### src/rtl/lcdi_pkg.sv
// Shared types for the LCDI stream packer: pixel/beat types and the frame FSM states.
package lcdi_pkg;

   localparam int PIX_W = 8;

   typedef logic [PIX_W-1:0] pix_t;

   // One FIFO entry; packed order matches {eof, eol, sof, d3, d2, d1, d0}.
   typedef struct packed {
      logic        eof;
      logic        eol;
      logic        sof;
      pix_t [3:0]  d;
   } beat_t;

   typedef enum logic {
      WAIT_SOF = 1'b0,
      ACTIVE   = 1'b1
   } fsm_e;

endpackage

### src/rtl/lcdi_stream_packer_if.sv
// Ready/valid output stream of the packer (packed word plus SOF/EOL sideband).
interface lcdi_stream_packer_if #(
   parameter int DATA_WIDTH = 8
) ();

   logic [4*DATA_WIDTH-1:0] m_data;
   logic                    m_valid;
   logic                    m_ready;
   logic                    m_last;
   logic                    m_user;

   modport master (
      output m_data,
      output m_valid,
      output m_last,
      output m_user,
      input  m_ready
   );

   modport slave (
      input  m_data,
      input  m_valid,
      input  m_last,
      input  m_user,
      output m_ready
   );

endinterface

### src/rtl/lcdi_sync_fifo.sv
// Single-clock first-word-fall-through FIFO; a push while full is accepted if a pop happens in the same cycle.
module lcdi_sync_fifo #(
   parameter int WIDTH = 35,
   parameter int DEPTH = 16
) (
   input  logic             clk,
   input  logic             rst,
   input  logic             i_push,
   input  logic [WIDTH-1:0] i_wr_data,
   input  logic             i_pop,
   output logic [WIDTH-1:0] o_rd_data,
   output logic             o_full,
   output logic             o_empty
);

   localparam int AW = (DEPTH > 1) ? $clog2(DEPTH) : 1;

   logic [WIDTH-1:0] r_mem [DEPTH];
   logic [AW:0]      r_wr_ptr;
   logic [AW:0]      r_rd_ptr;
   logic             w_do_push;
   logic             w_do_pop;

   // Extra pointer MSB distinguishes full from empty when the indices match.
   assign o_empty   = (r_wr_ptr == r_rd_ptr);
   assign o_full    = (r_wr_ptr[AW] != r_rd_ptr[AW]) && (r_wr_ptr[AW-1:0] == r_rd_ptr[AW-1:0]);
   assign w_do_pop  = i_pop && !o_empty;
   assign w_do_push = i_push && (!o_full || w_do_pop);
   assign o_rd_data = r_mem[r_rd_ptr[AW-1:0]];

   // Pointer update; reset empties the FIFO.
   always_ff @(posedge clk) begin
      if (rst) begin
         r_wr_ptr <= '0;
         r_rd_ptr <= '0;
      end else begin
         if (w_do_push) r_wr_ptr <= r_wr_ptr + 1'b1;
         if (w_do_pop)  r_rd_ptr <= r_rd_ptr + 1'b1;
      end
   end

   // Storage array; contents are don't-care until written.
   always_ff @(posedge clk) begin
      if (w_do_push) r_mem[r_wr_ptr[AW-1:0]] <= i_wr_data;
   end

endmodule

### src/rtl/lcdi_stream_packer.sv
// Packs LCDI 4-pixel beats into wide words, buffers them, and tracks frame geometry and overflow.
module lcdi_stream_packer
   import lcdi_pkg::*;
#(
   parameter int DATA_WIDTH  = 8,
   parameter int FIFO_DEPTH  = 16,
   parameter int LINE_BEATS  = 480,
   parameter int FRAME_LINES = 1080
) (
   input  logic                  clk,
   input  logic                  rst,
   input  logic                  in_valid,
   input  logic [DATA_WIDTH-1:0] data0_in,
   input  logic [DATA_WIDTH-1:0] data1_in,
   input  logic [DATA_WIDTH-1:0] data2_in,
   input  logic [DATA_WIDTH-1:0] data3_in,
   input  logic                  in_line_end,
   input  logic                  in_frame_end,
   lcdi_stream_packer_if.master  m,
   output logic                  frame_done,
   output logic                  overflow,
   output logic                  geom_err,
   input  logic                  err_clr
);

   localparam int PW = 4 * DATA_WIDTH;
   localparam int EW = PW + 3;
   localparam int BW = $clog2(LINE_BEATS + 1) + 1;
   localparam int LW = $clog2(FRAME_LINES + 1) + 1;

   fsm_e            r_state;
   fsm_e            w_state_nxt;
   logic            w_sof;
   logic [BW-1:0]   r_beat_cnt;
   logic [LW-1:0]   r_line_cnt;
   logic [EW-1:0]   w_wr_data;
   logic [EW-1:0]   w_rd_data;
   logic            w_full;
   logic            w_empty;
   logic            w_pop;
   logic            w_drop;
   logic            w_geom_set;
   logic            r_frame_done;
   logic            r_overflow;
   logic            r_geom_err;

   assign w_wr_data = {in_frame_end, in_line_end, w_sof, data3_in, data2_in, data1_in, data0_in};
   assign w_pop     = !w_empty && m.m_ready;
   assign w_drop    = in_valid && w_full && !w_pop;

   lcdi_sync_fifo #(
      .WIDTH (EW),
      .DEPTH (FIFO_DEPTH)
   ) u_fifo (
      .clk       (clk),
      .rst       (rst),
      .i_push    (in_valid),
      .i_wr_data (w_wr_data),
      .i_pop     (w_pop),
      .o_rd_data (w_rd_data),
      .o_full    (w_full),
      .o_empty   (w_empty)
   );

   // Outputs are forced to zero while the FIFO is empty so idle/reset values are clean.
   assign m.m_valid = !w_empty;
   assign m.m_data  = w_empty ? '0 : w_rd_data[PW-1:0];
   assign m.m_user  = !w_empty && w_rd_data[PW];
   assign m.m_last  = !w_empty && w_rd_data[PW+1];

   // FSM state register.
   always_ff @(posedge clk) begin
      if (rst) r_state <= WAIT_SOF;
      else     r_state <= w_state_nxt;
   end

   // FSM next state: any beat leaves WAIT_SOF unless it also ends the frame.
   always_comb begin
      w_state_nxt = r_state;
      if (in_valid) begin
         if (in_frame_end) w_state_nxt = WAIT_SOF;
         else              w_state_nxt = ACTIVE;
      end
   end

   // FSM output: the first beat after WAIT_SOF is tagged start-of-frame.
   always_comb begin
      w_sof = (r_state == WAIT_SOF);
   end

   // Geometry errors are judged on the input stream, whether or not the beat was stored.
   always_comb begin
      w_geom_set = 1'b0;
      if (in_valid) begin
         if (in_line_end && (r_beat_cnt != BW'(LINE_BEATS - 1)))   w_geom_set = 1'b1;
         if (!in_line_end && (r_beat_cnt >= BW'(LINE_BEATS - 1)))  w_geom_set = 1'b1;
         if (in_frame_end && (r_line_cnt != LW'(FRAME_LINES - 1))) w_geom_set = 1'b1;
      end
   end

   // Beat/line counters; both saturate rather than wrap on runaway input.
   always_ff @(posedge clk) begin
      if (rst) begin
         r_beat_cnt <= '0;
         r_line_cnt <= '0;
      end else if (in_valid) begin
         if (in_frame_end) begin
            r_beat_cnt <= '0;
            r_line_cnt <= '0;
         end else if (in_line_end) begin
            r_beat_cnt <= '0;
            if (r_line_cnt != '1) r_line_cnt <= r_line_cnt + 1'b1;
         end else if (r_beat_cnt != '1) begin
            r_beat_cnt <= r_beat_cnt + 1'b1;
         end
      end
   end

   // Sticky error flags and the frame-done pulse; a set event beats err_clr.
   always_ff @(posedge clk) begin
      if (rst) begin
         r_overflow   <= 1'b0;
         r_geom_err   <= 1'b0;
         r_frame_done <= 1'b0;
      end else begin
         r_frame_done <= w_pop && w_rd_data[PW+2];
         if (w_drop)       r_overflow <= 1'b1;
         else if (err_clr) r_overflow <= 1'b0;
         if (w_geom_set)   r_geom_err <= 1'b1;
         else if (err_clr) r_geom_err <= 1'b0;
      end
   end

   assign frame_done = r_frame_done;
   assign overflow   = r_overflow;
   assign geom_err   = r_geom_err;

endmodule
### src/flat_wrapper.sv
// flat-port wrapper written by rule: the top's interface ports become plain ports
module lcdi_stream_packer_flat import lcdi_pkg::*;
#(
   parameter int DATA_WIDTH  = 8,
   parameter int FIFO_DEPTH  = 16,
   parameter int LINE_BEATS  = 480,
   parameter int FRAME_LINES = 1080
)
  (clk, rst, in_valid, data0_in, data1_in, data2_in, data3_in, in_line_end, in_frame_end, frame_done, overflow, geom_err, err_clr, m_m_data, m_m_valid, m_m_last, m_m_user, m_m_ready);
  lcdi_stream_packer_if #(.DATA_WIDTH(DATA_WIDTH)) m_i ();
  input  logic clk;
  input  logic rst;
  input  logic in_valid;
  input  logic [DATA_WIDTH-1:0] data0_in;
  input  logic [DATA_WIDTH-1:0] data1_in;
  input  logic [DATA_WIDTH-1:0] data2_in;
  input  logic [DATA_WIDTH-1:0] data3_in;
  input  logic in_line_end;
  input  logic in_frame_end;
  output logic frame_done;
  output logic overflow;
  output logic geom_err;
  input  logic err_clr;
  output wire logic [$bits(m_i.m_data)-1:0] m_m_data;
  output wire logic [$bits(m_i.m_valid)-1:0] m_m_valid;
  output wire logic [$bits(m_i.m_last)-1:0] m_m_last;
  output wire logic [$bits(m_i.m_user)-1:0] m_m_user;
  input wire logic [$bits(m_i.m_ready)-1:0] m_m_ready;
  assign m_m_data = m_i.m_data;
  assign m_m_valid = m_i.m_valid;
  assign m_m_last = m_i.m_last;
  assign m_m_user = m_i.m_user;
  assign m_i.m_ready = m_m_ready;
  lcdi_stream_packer #(.DATA_WIDTH(DATA_WIDTH), .FIFO_DEPTH(FIFO_DEPTH), .LINE_BEATS(LINE_BEATS), .FRAME_LINES(FRAME_LINES)) u_core (.clk(clk), .rst(rst), .in_valid(in_valid), .data0_in(data0_in), .data1_in(data1_in), .data2_in(data2_in), .data3_in(data3_in), .in_line_end(in_line_end), .in_frame_end(in_frame_end), .m(m_i), .frame_done(frame_done), .overflow(overflow), .geom_err(geom_err), .err_clr(err_clr));
endmodule
### config.mk
export PLATFORM = sky130hd
export DESIGN_NAME = lcdi_stream_packer_flat
export DESIGN_NICKNAME = d
export VERILOG_FILES = /design/src/rtl/lcdi_pkg.sv /design/src/rtl/lcdi_stream_packer_if.sv /design/src/rtl/lcdi_sync_fifo.sv /design/src/rtl/lcdi_stream_packer.sv /design/src/flat_wrapper.sv
export SDC_FILE = /design/constraint.sdc
export NUM_CORES = 1
export LEC_CHECK = 0
export CAP_MARGIN = 20
export CORE_MARGIN = 1
export CORE_UTILIZATION = 39
export CTS_CLUSTER_SIZE = 10
export DETAILED_ROUTE_END_ITERATION = 8
export PLACE_DENSITY = 0.61
export SLEW_MARGIN = 10
export SYNTH_ARGS = -nofsm -noshare
export SYNTH_HDL_FRONTEND = slang
export SYNTH_SLANG_ARGS = --single-unit
### constraint.sdc
create_clock -name clk -period 4.55 [get_ports clk]
set_input_delay 1.1375 -clock clk [delete_from_list [all_inputs] [get_ports clk]]
set_output_delay 1.1375 -clock clk [all_outputs]
set_load 0.02 [all_outputs]
==> flow_summary.ini <==
[synth]
synth_area_um2 = 23090
async_flop_share = 0
ys_types = 54
synth_commonest_cells = edfxtp_1 (560), mux4_2 (140), o22ai_1 (69), dfxtp_1 (40), nor3_1 (37)
synth_ff_type = edfxtp_1
synth_most_common_cell = edfxtp_1
synth-edff-count = 560
synth_top_area_frac = 0.7283
synth_area_leaders = edfxtp_1 (73%), mux4_2 (14%), dfxtp_1 (3.5%)
ys_warn_count = 0
avgSynthCellArea_um2 = 20.47
postSynthCellCount = 1128
synth_top_cell_by_area = edfxtp_1
synth_nets = 1174
synth_seq_cells = 600
synth_seq_area_share = 0.7629

[timing]
period_minus_slack_ps = 4382
final.setup.tns_ps = 0
holdWs_ps = 483.3
drv_slew = 0
min_period_over_period = 0.9631
rsz0062_at_grt = false
skew_ps = 24.26
tightest_slew_ps = 859.9
fmax_mhz = 228.2
slew_headroom = 0.4223
finalSetupViolCount = 0
hold_violations = 0

[setup_path]
end_kind = output pin
crit_type = register to output pin
arrival_ps = 3240
start_kind = register
slowest_delay_ps = 670
crit_path_top_delay_cell = and2_4
critPathMaxFanout = 37
crit_required_ps = 3410
path_cells = xnor2_1 > and4_1 > and2_4 > nor3_1 > clkdlybuf4s50_1

[cells_and_area]
area_delta_synth_final_pct = 17.02
n_antenna_cell = 0
drive_gt1_frac = 0.2353
final.fill_count = 4835
seq_area_um2 = 17630
multi_input_area_um2 = 5160
nNetsFinal = 1305
fin_area_um2 = 27020
fin_cells = 2044

[die]
die_area_um2 = 60180
io_pins = 77
die_h_um = 245.3
die_x_um = 245.3
core_area_um2 = 58140
num_rows = 88
initial_utilization = 0.3972

[grt]
grt_overflow = 0
grt_pass1_vias = 12140
grt_max_degree = 48
gr-usage-all-layers = 0.1722
grt_pass1_wl_mm = 76.38
antenna_found_initial = 2

[place]
io_buffers = 76
place_inst = 1951
dpl-instance-area_um2 = 25070
gp_congestion = 0.7377
place_hpwl_mm = 28.05

[power_and_ir_drop]
switchingPower_w = 0.002940
p_clk_frac = 0.392
p_leak_nw = 8.210
pwr-share-seq = 0.489
power.internal_w = 0.009640
cellPowerDensity_nw_per_um2 = 465.5
ir_worst_vdd_uv = 279.9
power_frac_comb = 0.120
swShare = 0.2337

[hold_path]
worstHoldPathType = register to register

[routing]
drt-initial-drc-count = 866
drc_errors = 0
num_vias = 11520
routed_wl_mm = 50.32
drt_first_pass_iters = 5
vias_per_cell = 5.636
wl_per_cell_um = 24.62
antenna_left = 0

[clock_tree]
htree_num_levels = 3
clkSlewWorstSetupHoldPaths_ps = 60
cts_buffer_depth = 3
cts_setup_buffers = 0
clkSinkCount = 600
insertion_delay_ps = 610
cts_tree = built
ctsHoldBuffers = 0
cts_root_buf = clkbuf_16
numCtsBuffers = 71
cts_resized = 0

[outcome]
outcome = complete, no violations

[run]
maxCapViolCount = 0
==> per-layer routing <==
metal,vias to the layer above,GRT usage,part of all wire
li1,5004,-,-
met1,6145,0.2427,0.45
met2,309,0.2735,0.48
met3,58,0.03110,0.054
met4,4,0.05110,0.016
met5,-,0,0.00052
==> kinds of logic (layout without fill, tap and decap cells) <==
group           count (synthesis)  in the layout  synth area share
fa+ha+maj                       7              7          0.003793
simple gates                  164            164           0.03853
mux                           150            150            0.1413
flops                         600            600            0.7629
buf+inv                        73            224           0.01523
xor+xnor                        8              8          0.003035
compound gates                126            126           0.03522
==> registers in the layout (all words and copies together) (netlist names), named ones only <==
name,flops
u_core.frame_done,1
u_core.overflow,1
u_core.u_fifo.r_mem,560
u_core.r_beat_cnt,10
u_core.u_fifo.r_wr_ptr,5
u_core.r_state,1
u_core.r_line_cnt,12
u_core.geom_err,1
u_core.u_fifo.r_rd_ptr,5
==> final cells by class <==
type                            instances  share of cell area
Sequential cell                       600              0.6524
Clock inverter                         11            0.003982
Clock buffer                           82             0.06807
Multi-Input combinational cell        455              0.1910
Inverter                               12            0.001667
Timing Repair Buffer                  119             0.04751
Tap cell                              765             0.03542
==> metrics by stage <==
step / util / setup slack (ps) / total power [W]
finish: 0.4648 / 167.9 / 0.01258
global route: 0.4648 / 25.17 / 0.01299
CTS: 0.4648 / 136.4 / 0.01272
detailed placement: 0.4313 / 827.0 / 0.007787
global placement: 0.4313 / 824.7 / 0.007765
floorplan: - / 807.1 / 0.007193
==> power groups by stage <==
stage,combinational (W),sequential (W),clock [W]
global route,0.00161,0.00615,0.00523
finish,0.00151,0.00615,0.00493
floorplan,0.000952,0.00624,0
global placement,0.00151,0.00625,0
detailed placement,0.00153,0.00626,0
CTS,0.00153,0.00615,0.00504
==> worst paths after layout <==
path	from	end	slack (ps)	cells past startpoint
max reg2reg	u_core.u_fifo.r_rd_ptr[4]	u_core.u_fifo.r_mem[7][29]	1810	5
max	u_core.u_fifo.r_wr_ptr[0]	m_m_user	170	5
min reg2reg	u_core.r_beat_cnt[1]	u_core.r_beat_cnt[1]	480	2
min	u_core.r_beat_cnt[1]	u_core.r_beat_cnt[1]	480	2
==> cell usage in the layout (no fill, tap or decap), types with 8 or more instances in the layout <==
cell type	instances
buf_4	27
o22ai_1	69
nor3_1	37
buf_12	16
clkdlybuf4s50_1	76
nand4_1	10
clkbuf_1	10
mux4_2	140
dfxtp_1	37
or4_1	8
o21ai_0	13
xnor2_1	8
nand2_1	24
nor2_1	24
inv_1	11
edfxtp_1	560
and3_2	15
a21oi_1	17
clkbuf_16	72
==> critical path, delay by kind of cell (launching register included) <==
family                 cells  cell delay [ps]
flip-flops                 1              440
buffers and inverters      1              600
XOR/XNOR                   1              180
AND/OR/NAND/NOR            3             1410
Note: power is estimated with default switching activity, not from simulation.
